[src/rtl/ctrl_pkg.sv]
// Shared decode definitions for decode_ctrl_pipe: opcodes, control encodings and FSM states.
// Optional M-extension decoding is enabled by defining MEXT_EN.
package ctrl_pkg;

    localparam logic [6:0] OP_R      = 7'b0110011;
    localparam logic [6:0] OP_I      = 7'b0010011;
    localparam logic [6:0] OP_LOAD   = 7'b0000011;
    localparam logic [6:0] OP_STORE  = 7'b0100011;
    localparam logic [6:0] OP_BRANCH = 7'b1100011;
    localparam logic [6:0] OP_JAL    = 7'b1101111;
    localparam logic [6:0] OP_JALR   = 7'b1100111;
    localparam logic [6:0] OP_LUI    = 7'b0110111;
    localparam logic [6:0] OP_AUIPC  = 7'b0010111;
    localparam logic [6:0] F7_MEXT   = 7'b0000001;

    typedef enum logic [4:0] {
        ALU_ADD  = 5'b00000, ALU_SUB  = 5'b00001, ALU_AND = 5'b00010, ALU_OR  = 5'b00011,
        ALU_XOR  = 5'b00100, ALU_SLL  = 5'b00101, ALU_SRL = 5'b00110, ALU_SRA = 5'b00111,
        ALU_SLT  = 5'b01000, ALU_SLTU = 5'b01001, ALU_LUI = 5'b01111
    } alu_op_e;

    typedef enum logic [2:0] {
        IMM_I = 3'b000, IMM_B = 3'b001, IMM_S = 3'b010,
        IMM_U = 3'b011, IMM_J = 3'b100, IMM_SHAMT = 3'b101
    } imm_src_e;

    typedef enum logic [1:0] {
        RES_ALU = 2'b00, RES_LOAD = 2'b01, RES_PC4 = 2'b10
    } result_src_e;

    typedef enum logic {
        RUN = 1'b0, MDU_BUSY = 1'b1
    } state_e;

    // Controls carried into EX; ALUSrcA selects the PC as operand A (AUIPC)
    typedef struct packed {
        logic       reg_write;
        logic       mem_write;
        logic       alu_src;
        logic       alu_src_a;
        logic       jump;
        logic       branch;
        logic       jalr;
        logic [4:0] alu_ctrl;
        logic [2:0] imm_src;
        logic [1:0] result_src;
        logic       illegal;
    } ctrl_t;

    localparam ctrl_t CTRL_NONE = '0;

    function automatic logic [4:0] alu_arith(input logic [2:0] funct3, input logic alt, input logic is_r);
        logic [4:0] code;
        case (funct3)
            3'b000:  code = (alt && is_r) ? ALU_SUB : ALU_ADD;
            3'b001:  code = ALU_SLL;
            3'b010:  code = ALU_SLT;
            3'b011:  code = ALU_SLTU;
            3'b100:  code = ALU_XOR;
            3'b101:  code = alt ? ALU_SRA : ALU_SRL;
            3'b110:  code = ALU_OR;
            3'b111:  code = ALU_AND;
            default: code = ALU_ADD;
        endcase
        return code;
    endfunction

endpackage

[src/rtl/ctrl_decoder.sv]
// Combinational instruction decoder for decode_ctrl_pipe.
// MEXT_EN selects M-extension decoding of R-type funct7=0000001; otherwise it is illegal.
module ctrl_decoder
    import ctrl_pkg::*;
(
    input  logic [6:0] op,
    input  logic [2:0] funct3,
    input  logic [6:0] funct7,
    output ctrl_t      ctrl,
    output logic       is_mop,
    output logic       uses_rs1,
    output logic       uses_rs2
);

    // Opcode decode; anything unrecognised becomes an illegal, write-free instruction
    always_comb begin
        ctrl     = CTRL_NONE;
        is_mop   = 1'b0;
        uses_rs1 = 1'b1;
        uses_rs2 = 1'b0;
        case (op)
            OP_R: begin
                if (funct7 == F7_MEXT) begin
`ifdef MEXT_EN
                    ctrl.reg_write = 1'b1;
                    ctrl.alu_ctrl  = {2'b10, funct3};
                    is_mop         = 1'b1;
                    uses_rs2       = 1'b1;
`else
                    ctrl.illegal   = 1'b1;
                    uses_rs1       = 1'b0;
`endif
                end else begin
                    ctrl.reg_write = 1'b1;
                    ctrl.alu_ctrl  = alu_arith(funct3, funct7[5], 1'b1);
                    uses_rs2       = 1'b1;
                end
            end
            OP_I: begin
                ctrl.reg_write = 1'b1;
                ctrl.alu_src   = 1'b1;
                ctrl.alu_ctrl  = alu_arith(funct3, funct7[5], 1'b0);
                ctrl.imm_src   = ((funct3 == 3'b001) || (funct3 == 3'b101)) ? IMM_SHAMT : IMM_I;
            end
            OP_LOAD: begin
                ctrl.reg_write  = 1'b1;
                ctrl.alu_src    = 1'b1;
                ctrl.result_src = RES_LOAD;
            end
            OP_STORE: begin
                ctrl.mem_write = 1'b1;
                ctrl.alu_src   = 1'b1;
                ctrl.imm_src   = IMM_S;
                uses_rs2       = 1'b1;
            end
            OP_BRANCH: begin
                ctrl.branch   = 1'b1;
                ctrl.alu_ctrl = ALU_SUB;
                ctrl.imm_src  = IMM_B;
                uses_rs2      = 1'b1;
            end
            OP_JAL: begin
                ctrl.reg_write  = 1'b1;
                ctrl.jump       = 1'b1;
                ctrl.imm_src    = IMM_J;
                ctrl.result_src = RES_PC4;
                uses_rs1        = 1'b0;
            end
            OP_JALR: begin
                ctrl.reg_write  = 1'b1;
                ctrl.jump       = 1'b1;
                ctrl.jalr       = 1'b1;
                ctrl.alu_src    = 1'b1;
                ctrl.result_src = RES_PC4;
            end
            OP_LUI: begin
                ctrl.reg_write = 1'b1;
                ctrl.alu_src   = 1'b1;
                ctrl.alu_ctrl  = ALU_LUI;
                ctrl.imm_src   = IMM_U;
                uses_rs1       = 1'b0;
            end
            OP_AUIPC: begin
                ctrl.reg_write = 1'b1;
                ctrl.alu_src   = 1'b1;
                ctrl.alu_src_a = 1'b1;
                ctrl.imm_src   = IMM_U;
                uses_rs1       = 1'b0;
            end
            default: begin
                ctrl.illegal = 1'b1;
                uses_rs1     = 1'b0;
            end
        endcase
    end

endmodule

[src/rtl/decode_ctrl_pipe.sv]
// ID->EX control pipeline register with load-use stall, multi-cycle MDU hold and flush.
// MEXT_EN enables M-extension ops and the MDU_BUSY occupancy state.
module decode_ctrl_pipe
    import ctrl_pkg::*;
#(
    parameter int MDU_LATENCY = 4
) (
    input  logic       clk_i,
    input  logic       rst_n_i,
    input  logic       valid_i,
    input  logic [6:0] op_i,
    input  logic [2:0] funct3_i,
    input  logic [6:0] funct7_i,
    input  logic [4:0] rs1_i,
    input  logic [4:0] rs2_i,
    input  logic [4:0] rd_i,
    input  logic       flush_i,
    output logic       ready_o,
    output logic       ex_valid_o,
    output logic       RegWrite_o,
    output logic       MemWrite_o,
    output logic       ALUSrc_o,
    output logic       ALUSrcA_o,
    output logic       Jump_o,
    output logic       Branch_o,
    output logic       Jalr_o,
    output logic [4:0] ALUControl_o,
    output logic [2:0] ImmSrc_o,
    output logic [1:0] ResultSrc_o,
    output logic [4:0] ex_rd_o,
    output logic       stall_o,
    output logic       mdu_busy_o,
    output logic       illegal_o
);

    localparam logic [3:0] MDU_LOAD  = 4'(MDU_LATENCY - 1);
    localparam bit         MDU_MULTI = (MDU_LATENCY > 1);

    ctrl_t      dec_s, ex_r, ex_nxt_s;
    logic       mop_s, use_rs1_s, use_rs2_s;
    logic       ex_valid_r, ex_valid_nxt_s;
    logic [4:0] ex_rd_r, ex_rd_nxt_s;
    state_e     state_r, state_nxt_s;
    logic [3:0] cnt_r, cnt_nxt_s;
    logic       load_use_s, stall_s, ready_s;

    ctrl_decoder u_decoder (
        .op       (op_i),
        .funct3   (funct3_i),
        .funct7   (funct7_i),
        .ctrl     (dec_s),
        .is_mop   (mop_s),
        .uses_rs1 (use_rs1_s),
        .uses_rs2 (use_rs2_s)
    );

    // Load in EX whose destination is read by the ID instruction
    always_comb begin
        load_use_s = 1'b0;
        if (valid_i && ex_valid_r && (ex_r.result_src == RES_LOAD) && (ex_rd_r != 5'd0)) begin
            load_use_s = (use_rs1_s && (rs1_i == ex_rd_r)) || (use_rs2_s && (rs2_i == ex_rd_r));
        end else begin
            load_use_s = 1'b0;
        end
    end

    assign stall_s = load_use_s || (state_r == MDU_BUSY);
    assign ready_s = !stall_s && !flush_i;

    // Next EX contents and MDU state; flush overrides both hazards
    always_comb begin
        state_nxt_s    = state_r;
        cnt_nxt_s      = cnt_r;
        ex_valid_nxt_s = 1'b0;
        ex_nxt_s       = CTRL_NONE;
        ex_rd_nxt_s    = 5'd0;
        if (flush_i) begin
            state_nxt_s = RUN;
            cnt_nxt_s   = 4'd0;
        end else begin
            case (state_r)
                RUN: begin
                    if (valid_i && ready_s) begin
                        ex_valid_nxt_s = 1'b1;
                        ex_nxt_s       = dec_s;
                        ex_rd_nxt_s    = rd_i;
                        if (mop_s && MDU_MULTI) begin
                            state_nxt_s = MDU_BUSY;
                            cnt_nxt_s   = MDU_LOAD;
                        end else begin
                            state_nxt_s = RUN;
                        end
                    end else begin
                        state_nxt_s = RUN;
                    end
                end
                MDU_BUSY: begin
                    ex_valid_nxt_s = ex_valid_r;
                    ex_nxt_s       = ex_r;
                    ex_rd_nxt_s    = ex_rd_r;
                    if (cnt_r <= 4'd1) begin
                        state_nxt_s = RUN;
                        cnt_nxt_s   = 4'd0;
                    end else begin
                        cnt_nxt_s   = cnt_r - 4'd1;
                    end
                end
                default: begin
                    state_nxt_s = RUN;
                    cnt_nxt_s   = 4'd0;
                end
            endcase
        end
    end

    // EX pipeline register and MDU state
    always_ff @(posedge clk_i) begin
        if (!rst_n_i) begin
            ex_valid_r <= 1'b0;
            ex_r       <= CTRL_NONE;
            ex_rd_r    <= 5'd0;
            state_r    <= RUN;
            cnt_r      <= 4'd0;
        end else begin
            ex_valid_r <= ex_valid_nxt_s;
            ex_r       <= ex_nxt_s;
            ex_rd_r    <= ex_rd_nxt_s;
            state_r    <= state_nxt_s;
            cnt_r      <= cnt_nxt_s;
        end
    end

    assign ready_o      = ready_s;
    assign stall_o      = stall_s;
    assign ex_valid_o   = ex_valid_r;
    assign RegWrite_o   = ex_r.reg_write;
    assign MemWrite_o   = ex_r.mem_write;
    assign ALUSrc_o     = ex_r.alu_src;
    assign ALUSrcA_o    = ex_r.alu_src_a;
    assign Jump_o       = ex_r.jump;
    assign Branch_o     = ex_r.branch;
    assign Jalr_o       = ex_r.jalr;
    assign ALUControl_o = ex_r.alu_ctrl;
    assign ImmSrc_o     = ex_r.imm_src;
    assign ResultSrc_o  = ex_r.result_src;
    assign ex_rd_o      = ex_rd_r;
    assign illegal_o    = ex_r.illegal;
`ifdef MEXT_EN
    assign mdu_busy_o   = (state_r == MDU_BUSY);
`else
    assign mdu_busy_o   = 1'b0;
`endif

endmodule

[config.mk]
export PLATFORM = sky130hd
export DESIGN_NAME = decode_ctrl_pipe
export DESIGN_NICKNAME = d
export VERILOG_FILES = /design/src/rtl/ctrl_pkg.sv /design/src/rtl/ctrl_decoder.sv /design/src/rtl/decode_ctrl_pipe.sv
export SDC_FILE = /design/constraint.sdc
export NUM_CORES = 1
export LEC_CHECK = 0
export ABC_AREA = 0
export CAP_MARGIN = 10
export CORE_MARGIN = 2
export CORE_UTILIZATION = 46
export CTS_CLUSTER_DIAMETER = 150
export DETAILED_ROUTE_END_ITERATION = 6
export PLACE_DENSITY_LB_ADDON = 0.15
export SKIP_CTS_REPAIR_TIMING = 1
export SYNTH_ARGS = -nofsm -noshare
export SYNTH_HDL_FRONTEND = slang
export SYNTH_SLANG_ARGS = --single-unit
[constraint.sdc]
create_clock -name clk_i -period 5.23 [get_ports clk_i]
set_input_delay 0.523 -clock clk_i [delete_from_list [all_inputs] [get_ports clk_i]]
set_output_delay 0.523 -clock clk_i [all_outputs]
set_load 0.02 [all_outputs]
==> results of run 1 <==
-- path summary, 6_finish.rpt --
kind | from | to | slack, ns | cells past startpoint
setup / recovery | op_i[3] | stall_o | 1.68 | 7
hold / removal | Branch_o | Branch_o | 0.50 | 1
setup reg to reg | ex_rd_o[3] | ResultSrc_o[0] | 3.23 | 6
hold reg to reg | Branch_o | Branch_o | 0.50 | 1
-- cell families (layout without fill, tap and decap cells) --
group,Yosys count,count (layout)
compound gates,52,52
xor+xnor,13,13
fa+ha+maj,2,2
buf+inv,17,69
flops,28,28
mux,1,1
other cells,1,2
simple gates,59,59
-- cell type report --
cell class                      instances  area share, %
Multi-Input combinational cell        129           40.2
Timing Repair Buffer                   60           27.9
Sequential cell                        28           26.0
Tap cell                               44           2.56
Clock inverter                          1           1.40
Clock buffer                            3           1.05
Inverter                                5          0.872
-- critical path, cell delays in order --
cell and delay [ns]:
clkdlybuf4s50_1 0.52, nand3b_1 0.38, nor2_1 0.43, nand2_1 0.10
a211o_1 0.34, nand3b_1 0.12, clkdlybuf4s50_1 0.62
-- stage by stage --
stage | setup WS, ns | total power (uW) | hold WS [ns] | instances
2_1_floorplan | 2.67 | 257 | 0.474 | 174
3_3_place_gp | 1.75 | 290 | 0.456 | 266
3_5_place_dp | 1.69 | 291 | 0.463 | 266
4_1_cts | 1.69 | 431 | 0.499 | 270
5_1_grt | 1.53 | 450 | 0.523 | 270
6_report | 1.68 | 428 | 0.495 | 270
-- power breakdown --
part	switching, uW	total, uW	internal [uW]
combinational	31.1	70.1	39.0
sequential	2.23	218	215
clock	63.0	140	77.5
-- layer usage --
metal | track usage (%) | share of wire [%] | vias up
li1 | - | - | 740
met1 | 25.7 | 43 | 706
met2 | 36.1 | 51 | 56
met3 | 2.28 | 5.7 | 4
met4 | 4.56 | 0.68 | 0
met5 | 0 | 0 | -
-- state kept, by name, summed over array words and instances, names as in the netlist, 2 cells and up --
register / count
ALUControl_o: 4
ImmSrc_o: 3
ResultSrc_o: 2
cnt_r: 4
ex_rd_o: 5
-- placed cells by master, fill, tap and decap left out, types with 5 or more instances in the layout --
cell / netlist / routed
dfxtp_1: 28 / 28
a32o_1: 5 / 5
clkdlybuf4s50_1: 0 / 60
nand2_1: 14 / 14
nor3_1: 5 / 5
nor2_1: 14 / 14
a22o_1: 18 / 18
inv_1: 5 / 5
xor2_1: 9 / 9
o21ai_0: 8 / 8
==> metrics.txt, run 1 <==
CP Class input port to output pin; Yosys reg bits 28; max cap viols 0; area delta synth->final 40.1%; RSZ-0062 raised after global routing no; fillcell total 279; vias per cell 5.58; Clock Path Buffers 2; first-pass GRT wire length a little under 6 mm; Synth Area in Compound Gates approximately a quarter; Final HPWL DP roughly 3.0 mm; post-synth cell types 42; fin. max-slew vios 0; area of the multi-input gates between 800 and 900 sq um; DR WL/cell between 10 and 15 um; row cnt 20; port bufs 60; fraction of the mapped netlist area in adder cells under 10%; die area around 0.0038 sq mm; outcome finished clean; num ports 63; die width 61.8 um; Final Cycle Share between 60% and 70%; syn avg cell area a little under 9 sq um; H-tree levels 1; Synth Area in Simple Gates roughly a fifth; post-synthesis sequential area ratio between 30 and 40%; Critical Path AT 3.03 ns; Syn. warnings 0; drt pass-1 iters 5; layout cell share with drive strength beyond 1 roughly 3.1%; CTS buffer count 3; initial antenna violation count 0; CORE AREA 0.00310 sq mm; xor/xnor share of the synthesized area about 7.4%; Post-synth EDFFs 0; GPL Wtd Cong approximately 0.89; commonest cells in the netlist 28 x dfxtp_1, 18 x a22o_1, 14 x nand2_1, 14 x nor2_1, 9 x xor2_1; Clock Pin Slew Worst Setup and Hold Paths 0.15 ns; Synth Flop Type dfxtp_1; drt initial violations 67; Synth Cell Area between 0.0015 and 0.002 sq mm; Crit. End Element output pin; Static Leakage slightly above 0.0008 uW; Synth Instances around 170; Worst-Skew Late Latency 0.32 ns; Fin. Hold Viols 0; post-synth top area cell dfxtp_1; Seq. cell area ~560 sq um; Placed Area 0.00210 sq mm; Worst Path Max Fanout 9; setup tns final 0 ns; largest net degree at the start of global routing 25; worst hold path type flop to flop; Final ANT Viol Nets 0; gr ovfl total 0; fin util between 60% and 70%; DRC viols 0; cell with the most instances after synthesis dfxtp_1; slew margin rel. ~41%; Tmin final about 3.5 ns; Clock Skew about 0.0024 ns; Yosys top cell area share between 30% and 40%; Least-Margin Pin Slew 0.881 ns; Root Driver clkbuf_4; antenna cell count 0; die span in y a little over 60 um; PD cells roughly 200 mW/mm^2; Crit path required time ~4.7 ns; total track usage around 20%; initial core utilization between 40% and 50%; worst vdd ir ~140 uV; nets@finish roughly 270; CP startpoint kind input port; vias in the first global route around 1300; Fmax ~280 MHz; largest family of logic cells by synthesized area compound AO/OA/AOI/OAI gates; Synth area leaders dfxtp_1 36%, a22o_1 10%, xor2_1 5.1%; final wirelength between 3 and 4 mm; CTS tree built; via count about 1500; Design Area, Final about 0.0022 sq mm; mux share of post-synthesis cell area less than 1%; ys async rst share 0%; Final setup viols 0; Num Clock Sinks 28
(Power assumes the default switching activity.)
==> run 2: changes to the inputs <==
--- a/config.mk
+++ b/config.mk
@@ -8,7 +8,7 @@
 export ABC_AREA = 0
 export CAP_MARGIN = 10
 export CORE_MARGIN = 2
-export CORE_UTILIZATION = 46
+export CORE_UTILIZATION = 43
 export CTS_CLUSTER_DIAMETER = 150
 export DETAILED_ROUTE_END_ITERATION = 6
 export PLACE_DENSITY_LB_ADDON = 0.15
==> constraint.sdc (replaced) <==
create_clock -name clk_i -period 3.3 [get_ports clk_i]
set_input_delay 0.33 -clock clk_i [delete_from_list [all_inputs] [get_ports clk_i]]
set_output_delay 0.33 -clock clk_i [all_outputs]
set_load 0.02 [all_outputs]
==> metrics.txt, run 2 (same netlist as run 1, synthesis figures left out) <==
CP max-delay cell clkdlybuf4s50_1; CTS tree built; slew margin rel. 42.0%; Final HPWL DP ~3.0 mm; setup tns final 0 ns; Clock Path Buffers 2; antenna cell count 0; Root Driver clkbuf_4; worst hold path type flop to flop; Design Area, Final approximately 0.0022 sq mm; largest net degree at the start of global routing 25; drt initial violations between 70 and 80; Final Cycle Share between 90% and 100%; initial antenna violation count 0; row cnt 21; max reg flops 5; CTS buffer count 3; hold path endpoint ALUControl_o[0]; DRC viols 0; final hold slack roughly 0.50 ns; CP Cell Sequence clkdlybuf4s50_1 > nand3b_1 > buf_4 > a211o_1 > o41a_2 > a211o_1 > nand3b_1 > clkdlybuf4s50_1; nets@finish 271; die area about 0.0041 sq mm; Worst-Skew Late Latency 0.32 ns; GPL Wtd Cong 0.977; gr ovfl total 0; GR met3 Demand/Resource under 10%; first-pass GRT wire length ~6.6 mm; Hold Path Depth 1; Placed Area around 0.0021 sq mm; Num Clock Sinks 28; Crit. End Element output pin; layout cell share with drive strength beyond 1 5.60%; GR Util met1 roughly 25%; Crit path required time a little under 3 ns; final wirelength 3.86 mm; Fmax between 300 and 400 MHz; commonest non-fill, non-tap cell in the layout clkdlybuf4s50_1; Tmin final just over 3 ns; initial core utilization between 40 and 50%; total track usage approximately a fifth; fin. max-slew vios 0; Fin. Hold Viols 0; M2 GR Usage about 36%; Most Used Layer, Global Route met2; R2R Path End MemWrite_o; R2R depth 6; drt pass-1 iters 4; area delta synth->final 42.1%; Clock Skew roughly 0.008 ns; num ports 63; Worst Path Max Fanout 7; Least-Margin Pin Slew 0.870 ns; die span in y between 60 and 70 um; max cap viols 0; hold_sp ALUControl_o[0]; worst vdd ir about 150 uV; vias per cell around 5.5; vias in the first global route between 1000 and 1500; outcome finished clean; slowest stage delay, CP just over 0.6 ns; PD cells 286 mW/mm^2; RSZ-0062 raised after global routing no; port bufs 60; flop2flop setup slack between 1 and 1.5 ns; H-tree levels 1; via count roughly 1500; Critical Path AT between 2 and 3 ns; reg2reg start ex_rd_o[3]; CP startpoint kind input port; Clock Pin Slew Worst Setup and Hold Paths ~0.15 ns; commonest non-fill, non-tap cells in the layout 60 x clkdlybuf4s50_1, 28 x dfxtp_1, 18 x a22o_1, 14 x nor2_1, 14 x nand2_1; die width ~64 um; Static Leakage 0.000839 uW; Final ANT Viol Nets 0; Final setup viols 0; CP Class input port to output pin; DR WL/cell 13.9 um; CORE AREA roughly 0.0034 sq mm
[run 2: changes by cell type in the layout (fill, tap and decap cells not counted)]
cell,change
bufinv_16,-1
buf_4,+6
clkbuf_8,+1
[run 2: metrics by stage]
step	power (uW)	setup slack, ns	instances	utilization [%]
finish	625	0.285	278	64.4
global placement	465	0.352	274	63.3
global route	656	0.117	278	64.4
floorplan	407	1.07	174	-
CTS	628	0.308	278	64.4
detailed placement	467	0.309	274	63.3
[run 2: critical path, delay by kind of cell]
family / cells / cell delay, ns
AOI/OAI and AO/OA: 3 / 0.65
buffers and inverters: 3 / 1.31
and+or+nand+nor: 2 / 0.38
[run 2: cell type report]
type                            instances  area, sq um
Tap cell                               46         57.6
Fill cell                             300         1210
Multi-Input combinational cell        129          865
Timing Repair Buffer                   66          646
Sequential cell                        28          561
Clock buffer                            4         36.3
Inverter                                5         18.8
[run 2: worst max-delay path by stage]
stage / start / end / slack (ns) / cells after the start
after floorplan: op_i[2] / ALUSrcA_o / 1.07 / 9
after global placement: op_i[5] / stall_o / 0.35 / 7
after detailed placement: op_i[5] / stall_o / 0.31 / 7
after CTS: op_i[5] / stall_o / 0.31 / 7
after global routing: op_i[3] / stall_o / 0.12 / 6
final: op_i[3] / stall_o / 0.28 / 8
[run 2: report_power, final]
part	switching (uW)	internal (uW)
Combinational	50.1	66.0
Sequential	3.63	341
Clock	96.4	67.4
Total	150	475
[run 2: routing by layer]
metal | wire length, um | vias to the layer above | share of wire [%]
met1 | 1700 | 726 | 44
met3 | 236 | 2 | 6.1
met5 | 0 | - | 0
li1 | - | 755 | -
met4 | 22 | 0 | 0.57
met2 | 1900 | 56 | 49
==> run 3: changes to the inputs <==
--- a/config.mk
+++ b/config.mk
@@ -7,12 +7,14 @@
 export LEC_CHECK = 0
 export ABC_AREA = 0
 export CAP_MARGIN = 10
-export CORE_MARGIN = 2
-export CORE_UTILIZATION = 43
+export CORE_MARGIN = 4
+export CORE_UTILIZATION = 46
 export CTS_CLUSTER_DIAMETER = 150
 export DETAILED_ROUTE_END_ITERATION = 6
 export PLACE_DENSITY_LB_ADDON = 0.15
 export SKIP_CTS_REPAIR_TIMING = 1
+export SLEW_MARGIN = 40
 export SYNTH_ARGS = -nofsm -noshare
 export SYNTH_HDL_FRONTEND = slang
+export SYNTH_HIERARCHICAL = 1
 export SYNTH_SLANG_ARGS = --single-unit
==> metrics.txt, run 3 <==
outcome finished clean; initial antenna violation count 0; final wirelength around 5 mm; DR WL/cell about 14 um; die area 0.00524 sq mm; PD cells between 300 and 400 mW/mm^2; ys async rst share 0%; final hold slack 0.472 ns; Crit. End Element output pin; post-synth top area cell dfxtp_1; Crit path required time 2.97 ns; Seq. cell area between 500 and 600 sq um; fraction of the mapped netlist area in adder cells about 1.3%; area of the multi-input gates 0.00120 sq mm; Final Non-Filler Cells 351; Critical Path AT 2.57 ns; H-tree levels 2; reg2reg start ex_rd_o[2]; commonest cells in the netlist 35 x nand2_1, 32 x o21ai_0, 29 x dfxtp_1, 23 x a32oi_1, 17 x nor2_1; total track usage between 20% and 30%; Worst-Skew Late Latency around 0.28 ns; die span in y 72.4 um; CTS buffer count 5; CORE AREA around 0.0040 sq mm; cell with the most instances after synthesis nand2_1; die width about 72 um; commonest non-fill, non-tap cells in the layout 61 x clkdlybuf4s50_1, 35 x nand2_1, 32 x o21ai_0, 29 x dfxtp_1, 23 x a32oi_1; R2R Path End cnt_r[3]; Root Driver clkbuf_8; setup tns final 0 ns; Synth Flop Type dfxtp_1; Final Cycle Share between 80% and 90%; Worst Path Max Fanout 4; syn avg cell area around 7.7 sq um; vias per cell ~5.7; post-synth cell types 44; antenna cell count 0; xor/xnor share of the synthesized area roughly 5%; Clock Path Buffers 2; Fmax between 300 and 400 MHz; gr ovfl total 0; worst hold path type flop to flop; worst vdd ir between 200 and 250 uV; Synth Area in Simple Gates about 23%; area delta synth->final 37.5%; max cap viols 0; Fin. Hold Viols 0; RSZ-0062 raised after global routing no; Final HPWL DP 3.67 mm; Clock Pin Slew Worst Setup and Hold Paths around 0.06 ns; R2R depth 5; drt pass-1 iters 4; Yosys reg bits 29; Hold Path Depth 2; largest net degree at the start of global routing 50; Placed Instances approximately 340; port bufs a little over 60; nets@finish around 340; via count 2013; Syn. warnings 6; vias in the first global route 1981; largest family of logic cells by synthesized area compound AO/OA/AOI/OAI gates; Synth area leaders dfxtp_1 30%, a32oi_1 11%, o21ai_0 8.4%; Num Clock Sinks 29; layout cell share with drive strength beyond 1 under 10%; hold path endpoint Jump_o; flop2flop setup slack 1.40 ns; Static Leakage 0.000916 uW; mux share of post-synthesis cell area less than 1%; DRC viols 0; row cnt 23; Final setup viols 0; Clock Skew approximately 0.005 ns; Yosys top cell area share a little under a third; Placed Area 0.00253 sq mm; CP Class input port to output pin; Post-synth EDFFs 0; Tmin final roughly 2.9 ns; post-synthesis sequential area ratio 30.5%; Final ANT Viol Nets 0; first-pass GRT wire length a little under 9 mm; Synth Cell Area 0.00191 sq mm; Synth Area in Compound Gates 32.1%; initial core utilization between 40 and 50%; drt initial violations around 150; fin. max-slew vios 0; commonest non-fill, non-tap cell in the layout clkdlybuf4s50_1; hold_sp Jump_o; CP startpoint kind input port; Design Area, Final approximately 0.0026 sq mm; num ports 63; GPL Wtd Cong between 0.8 and 0.9; CTS tree built; Synth Instances 247; fillcell total between 300 and 400
-- run 3: cell types whose count changed in the layout (fill, tap and decap cells not counted), moves of 4 or more --
cell	change
a211oi_1	+4
a22o_1	-14
a32o_1	-4
a32oi_1	+22
clkbuf_8	+5
nand2_1	+21
o21ai_0	+24
xnor2_1	+6
xor2_1	-8
-- run 3: worst max-delay path by stage --
stage	from	to	slack [ns]
2_1_floorplan	funct7_i[2]	ready_o	1.02
3_3_place_gp	funct7_i[2]	ready_o	0.42
5_1_grt	funct7_i[2]	ready_o	0.24
4_1_cts	funct7_i[2]	ready_o	0.36
6_report	funct7_i[2]	ready_o	0.40
3_5_place_dp	funct7_i[2]	ready_o	0.38
-- run 3: stage by stage --
| step | setup WS, ns | total power (uW) | utilization (%) |
|---|---|---|---|
| after floorplan | 1.02 | 465 | - |
| after detailed placement | 0.375 | 544 | 63.3 |
| after global placement | 0.424 | 543 | 63.3 |
| after global routing | 0.240 | 876 | 65.5 |
| after CTS | 0.362 | 838 | 65.5 |
| final | 0.401 | 831 | 65.5 |
-- run 3: final cells by class --
cell class	count	share of cell area, %
multi-input cells	190	45.8
repair buffers	68	25.3
flip-flops and latches	29	22.2
clock buffers	7	3.30
well taps	50	2.39
inverters	7	1.00
-- run 3: where the power goes --
part / total [uW] / internal, uW / leakage [uW] / switching, uW
combinational: 165 / 88.9 / 0.000636 / 75.8
sequential: 372 / 360 / 0.000236 / 12.1
clock: 294 / 165 / 0.0000443 / 129
total: 831 / 614 / 0.000916 / 217
-- run 3: cell families after synthesis --
group | count (synthesis)
compound gates | 87
xor+xnor | 11
fa+ha+maj | 2
buf+inv | 29
flops | 29
mux | 1
other cells | 2
simple gates | 86
-- run 3: routing by layer --
layer  part of all wire (%)  track usage (%)  vias to the layer above  wire length [um]
met5                      0                0                        -                 0
met4                    1.5             9.60                        0                77
met2                     48             33.9                       60              2410
met1                     45             26.6                      938              2260
met3                    4.9             3.88                        6               243
li1                       -                -                     1009                 -
-- run 3: worst max-delay path, stage by stage --
cell	delay, ns
clkdlybuf4s50_1	0.40
nor4_1	0.28
and3_1	0.26
o21ai_0	0.11
and3_1	0.20
nand2_1	0.06
o22ai_2	0.08
a211oi_1	0.22
clkdlybuf4s50_1	0.64
